### config.mk
export PLATFORM = sky130hd
export DESIGN_NAME = sym_vn_lut_loader
export DESIGN_NICKNAME = d
export VERILOG_FILES = /design/src/rtl/sym_vn_lut_loader.sv
export SDC_FILE = /design/constraint.sdc
export NUM_CORES = 1
export LEC_CHECK = 0
export ABC_AREA = 0
export CAP_MARGIN = 10
export CORE_MARGIN = 4
export CORE_UTILIZATION = 49
export CTS_BUF_LIST = sky130_fd_sc_hd__clkbuf_8
export DETAILED_ROUTE_END_ITERATION = 8
export PLACE_DENSITY_LB_ADDON = 0.12
export SLEW_MARGIN = 0
export SYNTH_ARGS = -nofsm -noshare
export SYNTH_HDL_FRONTEND = slang
export SYNTH_SLANG_ARGS = --single-unit
export TNS_END_PERCENT = 20
### constraint.sdc
create_clock -name write_clk -period 2.65 [get_ports write_clk]
set_clock_uncertainty 0.2 [all_clocks]
set_input_delay 0.265 -clock write_clk [delete_from_list [all_inputs] [get_ports write_clk]]
set_output_delay 0.265 -clock write_clk [all_outputs]
set_load 0.05 [all_outputs]
### src/rtl/sym_vn_lut_loader.sv
// sym_vn_lut_loader: streams one LUT_DEPTH-entry VN IB-LUT page set into the LUT write port per load.
// Define SYM_VN_LUT_LOAD_CHK_EN to expect a trailing modulo-2^DATA_W checksum beat per load.
module sym_vn_lut_loader #(
    parameter int LUT_DEPTH = 32,
    parameter int ADDR_W    = 5,
    parameter int DATA_W    = 3,
    parameter int ITER_NUM  = 10
) (
    input  logic              write_clk,
    input  logic              rstn,
    input  logic              load_start,
    input  logic [DATA_W-1:0] in_data,
    input  logic              in_valid,
    output logic              in_ready,
    output logic [DATA_W-1:0] lut_in_bank0,
    output logic [ADDR_W-1:0] page_write_addr,
    output logic              we,
    output logic [3:0]        iter_id,
    output logic              load_busy,
    output logic              load_done,
    output logic              chk_err
);
    typedef enum logic [1:0] {IDLE, LOAD, CHK, DONE} state_t;
    state_t state, state_nx;
    logic [ADDR_W-1:0] cnt;
    logic wr_acc;
    logic last;

    assign wr_acc = in_valid && in_ready && state == LOAD;
    assign last   = cnt == ADDR_W'(LUT_DEPTH - 1);

    always_comb begin
        state_nx = state;
        case (state)
            IDLE: state_nx = load_start ? LOAD : IDLE;
`ifdef SYM_VN_LUT_LOAD_CHK_EN
            LOAD: state_nx = (wr_acc && last) ? CHK : LOAD;
`else
            LOAD: state_nx = (wr_acc && last) ? DONE : LOAD;
`endif
            CHK:  state_nx = (in_valid && in_ready) ? DONE : CHK;
            DONE: state_nx = IDLE;
            default: state_nx = IDLE;
        endcase
    end

    always_ff @(posedge write_clk or negedge rstn) begin
        if (!rstn) state <= IDLE;
        else       state <= state_nx;
    end

    // Handshake/status flags are registered from the next state so they line up with it.
    always_ff @(posedge write_clk or negedge rstn) begin
        if (!rstn) begin
            in_ready        <= 1'b0;
            load_busy       <= 1'b0;
            load_done       <= 1'b0;
            we              <= 1'b0;
            lut_in_bank0    <= '0;
            page_write_addr <= '0;
            cnt             <= '0;
            iter_id         <= '0;
        end else begin
            in_ready  <= state_nx == LOAD || state_nx == CHK;
            load_busy <= state_nx != IDLE;
            load_done <= state == DONE;
            we        <= wr_acc;
            if (wr_acc) begin
                lut_in_bank0    <= in_data;
                page_write_addr <= cnt;
            end
            cnt <= (state == IDLE) ? '0 : wr_acc ? cnt + ADDR_W'(1) : cnt;
            if (state == DONE)
                iter_id <= (iter_id == 4'(ITER_NUM - 1)) ? 4'd0 : iter_id + 4'd1;
        end
    end

`ifdef SYM_VN_LUT_LOAD_CHK_EN
    logic [DATA_W-1:0] sum;
    logic              chk_bad;

    always_ff @(posedge write_clk or negedge rstn) begin
        if (!rstn) begin
            sum     <= '0;
            chk_bad <= 1'b0;
            chk_err <= 1'b0;
        end else begin
            sum <= (state == IDLE) ? '0 : wr_acc ? sum + in_data : sum;
            if (state == CHK && in_valid && in_ready) chk_bad <= in_data != sum;
            if (state == DONE) chk_err <= chk_bad;
        end
    end
`else
    assign chk_err = 1'b0;
`endif
endmodule

==> results.cfg <==
[placement]
dp_cells = 142
dp_hpwl_mm = 1.28
place_area_um2 = 1240
portBuffers = 22
place.gp.congestion = 0.743

[power]
leakagePower_nw = 0.595
total_power_mw = 1.13
p_comb_share_pct = 37.3
peakVddDrop_mv = 0.518
seqPwrFrac_pct = 43.8
intPower_uw = 691
switching_share_pct = 38.7
power_frac_clock_pct = 18.9
netSwitchingPower_uw = 435
powerDensity_nw_per_um2 = 877

[floorplan]
rows = 16
die_height_um = 53.2
core_area_um2 = 1960
ios = 24
die_w_um = 53.2
start_util_pct = 51.1
die_area_um2 = 2830

[timing]
drv_slew = 0
fin_tns_setup_ps = 0
timing.final.crit_share_pct = 75.6
post-route-min-period_ps = 2000
rsz0062_at_grt = false
setup_viol = 0
slew_headroom_pct = 65.9
max_freq_mhz = 499
whs_ps = 151
finalHoldViolations = 0
worst_pin_slew_ps = 509

[critical_path]
crit_slowest_cell = clkdlybuf4s50_1
critPathBufInv = 1
worst_setup_path_start_kind = flop
worstPathMaxFanout = 4
crit_chain = clkdlybuf4s50_1
cp_top_family = buffers and inverters
crit_required_ps = 2180
path_class = reg -> out
critPathMaxStageDelay_ps = 840
endpoint_kind = primary output
worstPathArrival_ps = 1540

[global_routing]
grt_pass1_vias = 628
grt.total_usage_pct = 14.5
grt_first_pass_wirelength_mm = 2.89
grt_max_degree = 24
grt-ovfl-total = 0
antenna_found_initial = 0

[yosys]
syn_inst = 96
syn_area_um2 = 1000
ys.flop_type = dfrtp_1
synth.avg_cell_area_um2 = 10.4
syn_nets = 106
synth_edf_count = 0
synthArstFlopShare_pct = 100
yosysWarnings = 0
synth_cell_types = 30
ys_ff_latch = 23
ys_seq_area_share_pct = 57.4

[cells_and_area]
fin_nets = 130
postLayoutCellArea_um2 = 1280
mostFrequentLayoutCell = nand2_1
fin_cells = 146
drive_gt1_share_pct = 9.24
syn2layout_area_growth_pct = 28.1
antenna_cells = 0
mostFrequentLayoutCells = nand2_1, dfrtp_1, clkdlybuf4s50_1

[detailed_routing]
num_vias = 716
vias_per_cell = 4.90
ant_nets = 0
firstDrtPassIters = 3
remaining_drc_errors = 0
initialDrtViolationCount = 15
wl_per_cell_um = 12.2
wirelength_mm = 1.78

[cts]
htreeDepth = 1
clkSinkCount = 23
cts.path.max_buffers = 2
cts_hold_buffers = 0
clk_pin_slew_ps = 80
postCtsResizedCells = 0
clock_latency_ps = 260
root_buffer = clkbuf_8
cts_tree = yes
cts-buffers-inserted = 3
postCtsSetupBuffers = 0

[flow_run]
maxCapViolations = 0

[outcome]
status = complete, no violations

[hold_path]
hold_class = in -> async
[state kept, by name, summed over array words and instances, names as in the netlist]
signal	count
cnt	5
in_ready	1
iter_id	4
load_busy	1
load_done	1
lut_in_bank0	3
page_write_addr	5
state	2
we	1
[routing by layer]
layer / wire length [µm] / global-route usage, %
met5: 0 / 0
met4: 48 / 10.2
met3: 75 / 2.82
met2: 853 / 22.7
met1: 798 / 17.6
[layout make-up]
cell class,instances,area [µm²]
Timing Repair Buffer,24,235
Inverter,6,22.5
Tap cell,27,33.8
Fill cell,168,678
Multi-Input combinational cell,62,370
Sequential cell,23,576
Clock buffer,3,41.3
Clock inverter,1,5.00
[power groups by stage]
stage / Clock [mW] / Sequential (mW) / Combinational (mW)
final: 0.213 / 0.493 / 0.420
after floorplan: 0 / 0.651 / 0.130
after global placement: 0 / 0.496 / 0.418
after CTS: 0.220 / 0.493 / 0.423
after detailed placement: 0 / 0.499 / 0.422
after global routing: 0.232 / 0.506 / 0.449
[Yosys cell counts (all sizes together) (2+ instances only)]
master	number	area [µm²]
inv	6	22.5
o31ai	3	22.5
and2	2	12.5
ha	3	37.5
a21oi	2	10.0
dfrtp	23	576
mux2	3	33.8
o22ai	2	12.5
a22o	2	17.5
nand3	3	15.0
nand2	27	104
o21ai	4	20.0
buf	5	33.8
[per-stage QoR]
step,setup WS (ps),util [%]
after global routing,588,65.4
after floorplan,746,-
after global placement,647,63.1
after detailed placement,653,63.1
final,646,65.4
after CTS,641,65.4
[kinds of logic (layout without fill, tap and decap cells)]
kind of cell	count (synthesis)	after routing	share of synthesized area [%]
other cells	1	1	0.374
fa+ha+maj	3	3	3.75
simple gates	37	37	17.1
compound gates	16	16	10.6
buf+inv	11	34	5.62
mux	3	3	3.37
flops	23	23	57.4
xor+xnor	2	2	1.75
[final timing paths]
path,startpoint,to,slack [ps],depth (start not counted)
worst max-delay path,in_ready,in_ready,650,1
worst min-delay path,rstn,iter_id[3],150,2
worst max register to register,cnt[0],cnt[4],660,6
worst min register to register,lut_in_bank0[1],lut_in_bank0[1],280,2
max in group asynchronous,rstn,load_busy,1880,2
min in group write_clk,lut_in_bank0[1],lut_in_bank0[1],280,2
Power figures use the tool's default switching activity.
==> edit (same settings) <==
Add a define of `SYM_VN_LUT_LOAD_CHK_EN`.
--- a/src/rtl/sym_vn_lut_loader.sv
+++ b/src/rtl/sym_vn_lut_loader.sv
@@ -1,5 +1,7 @@
 // sym_vn_lut_loader: streams one LUT_DEPTH-entry VN IB-LUT page set into the LUT write port per load.
 // Define SYM_VN_LUT_LOAD_CHK_EN to expect a trailing modulo-2^DATA_W checksum beat per load.
+`define SYM_VN_LUT_LOAD_CHK_EN
+
 module sym_vn_lut_loader #(
     parameter int LUT_DEPTH = 32,
     parameter int ADDR_W    = 5,
Check against the original RTL: no difference found for any inputs over 10 cycles, from zero or initial values and one cycle with rstn low; that may be too few to reach the edited logic, so the function may still have changed.
==> edit against the original RTL <==
- power up 26%
- cell area up 21%
- sequential share of layout area up 0.22 points
- synthesized cell count up 26%
- sequential cell count up 5
- synthesized area up 26%
- via count up 25%
- wire length up 23%
- clock power up 23%
- worst setup slack worse by 0.034 ns
- first-iteration DRC count down 13%
- maximum frequency down 1.7%
==> edit: results (changes against the original RTL) <==
| Metric | Value |
|---|---|
| Placed Instances | 170 (was 142) |
| Ranking of synthesized cells by area | dfrtp_1 56%, nand2_1 11%, ha_1 5.0% (was dfrtp_1 57%, nand2_1 9.7%, ha_1 3.7%) |
| Final HPWL DP | 1580 um (was 1280 um) |
| Worst-path maximum fanout | 5 (was 4) |
| TritonCTS buffer count | 3 (unchanged) |
| IO Port Bufs | 23 (was 22) |
| First-pass GRT wire length | 3750 um (was 2890 um) |
| Family with the most delay on the worst path | buffers and inverters (unchanged) |
| Nets | 158 (was 130) |
| Critical path arrival | 1.57 ns (was 1.54 ns) |
| Layout cells sized above 1 | 5.56% (was 9.24%) |
| Distinct cells, synth | 32 (was 30) |
| CTS Buffer Depth | 2 (unchanged) |
| DR vias | 896 (was 716) |
| All-layer global routing usage | 14.5% (about the same) |
| FFs w/ async S/R, synth | 100% (unchanged) |
| Die ar. | 3440 um2 (was 2830 um2) |
| DRT iter0 DRCs | 13 (was 15) |
| Clk root buf | clkbuf_8 (unchanged) |
| Outcome | finished, final reports clean (unchanged) |
| Crit-path slowest cell | clkdlybuf4s50_1 (unchanged) |
| Syn. warnings | 0 (unchanged) |
| Initial antenna violation count | 0 (unchanged) |
| Sequential element share of the synthesized area | 55.7% (was 57.4%) |
| Syn Area/Cell | 10.4 um2 (about the same) |
| Syn nets | 134 (was 106) |
| Drt total wl | 2190 um (was 1780 um) |
| Slew Limit Headroom | 64.9% (was 65.9%) |
| ANT cells | 0 (unchanged) |
| Worst skew pair latency | 0.27 ns |
| Htree depth | 1 (unchanged) |
| Worst Hold Class | input pin to asynchronous set/reset pin (unchanged) |
| Synth cell count leaders | 38 x nand2_1, 28 x dfrtp_1, 7 x nand3_1 (was 26 x nand2_1, 23 x dfrtp_1, 5 x inv_1) |
| Filler Cells Inserted | 216 (was 168) |
| Via-per-instance ratio | 5.15 (was 4.90) |
| Peak VDD IR | 673 uV (was 518 uV) |
| Max incr delay on CP | 0.84 ns (about the same) |
| Pre-Repair DR Iteration Count | 3 (unchanged) |
| Vias in the first global route | 861 (was 628) |
| Lkg Pwr | 0.756 nW (was 0.595 nW) |
| Clk slew on worst S/H paths | 0.09 ns |
| Largest net degree at the start of global routing | 29 (was 24) |
| Gpl congestion | 0.733 (was 0.743) |
| Largest regs | cnt x5, page_write_addr x5, iter_id x4 (unchanged) |
| Setup Buffers After CTS | 0 (unchanged) |
| # resized after CTS | 0 (unchanged) |
==> edit: cell types whose count changed after synthesis, moves of 3 or more <==
cell | before | now
o31ai_1 | 3 | 0
nor2_1 | 0 | 3
nand2_1 | 26 | 38
nand3_1 | 3 | 7
inv_1 | 5 | 2
dfrtp_1 | 23 | 28
==> edit: metal layers <==
layer	wire [um]	global-route usage, %
met5	0	0
met4	36	6.47
met3	105	3.29
met2	1020	23.4
met1	1040	18.6
==> edit: cells by family after synthesis <==
family	after synthesis	share of synthesized area (%)
flip-flops	28	55.7
AO/OA/AOI/OAI	10	5.47
adder cells (fa/ha/maj)	6	6.56
multiplexers	3	2.49
XOR/XNOR	4	2.78
buffers and inverters	8	3.58
AND/OR/NAND/NOR	62	23.5
==> edit: path summary, 6_finish.rpt <==
kind                                         start  cells after the start            endpoint  slack, ns
min in group write_clk          page_write_addr[1]                      2  page_write_addr[1]       0.28
worst max-delay path                      in_ready                      1            in_ready       0.61
max in group asynchronous                     rstn                      2              sum[0]       1.83
worst min-delay path                          rstn                      2          iter_id[2]       0.16
worst max register to register              cnt[0]                      6            in_ready       0.79
worst min register to register  page_write_addr[1]                      2  page_write_addr[1]       0.28
==> edit: metrics by stage <==
step	total power [mW]	cell area [um2]	hold slack, ns	worst slack, ns
after floorplan	1.00	1260	-0.231	0.867
after global placement	1.16	1500	0.258	0.567
after detailed placement	1.18	1500	0.264	0.534
after CTS	1.44	1560	0.177	0.599
after global routing	1.52	1560	0.194	0.547
final	1.42	1560	0.161	0.612
==> edit: final cells by class <==
| class | count | area (um2) | share of cell area (%) |
|---|---|---|---|
| clock buffers | 4 | 55.1 | 3.54 |
| repair buffers | 24 | 238 | 15.3 |
| well taps | 30 | 37.5 | 2.41 |
| flip-flops and latches | 28 | 701 | 45.1 |
| inverters | 3 | 11.3 | 0.724 |
| multi-input cells | 85 | 513 | 33.0 |
==> edit: where the power goes <==
part | switching [mW] | total, mW | internal, mW
clock | 0.130 | 0.263 | 0.133
sequential | 0.0943 | 0.634 | 0.539
combinational | 0.334 | 0.526 | 0.192
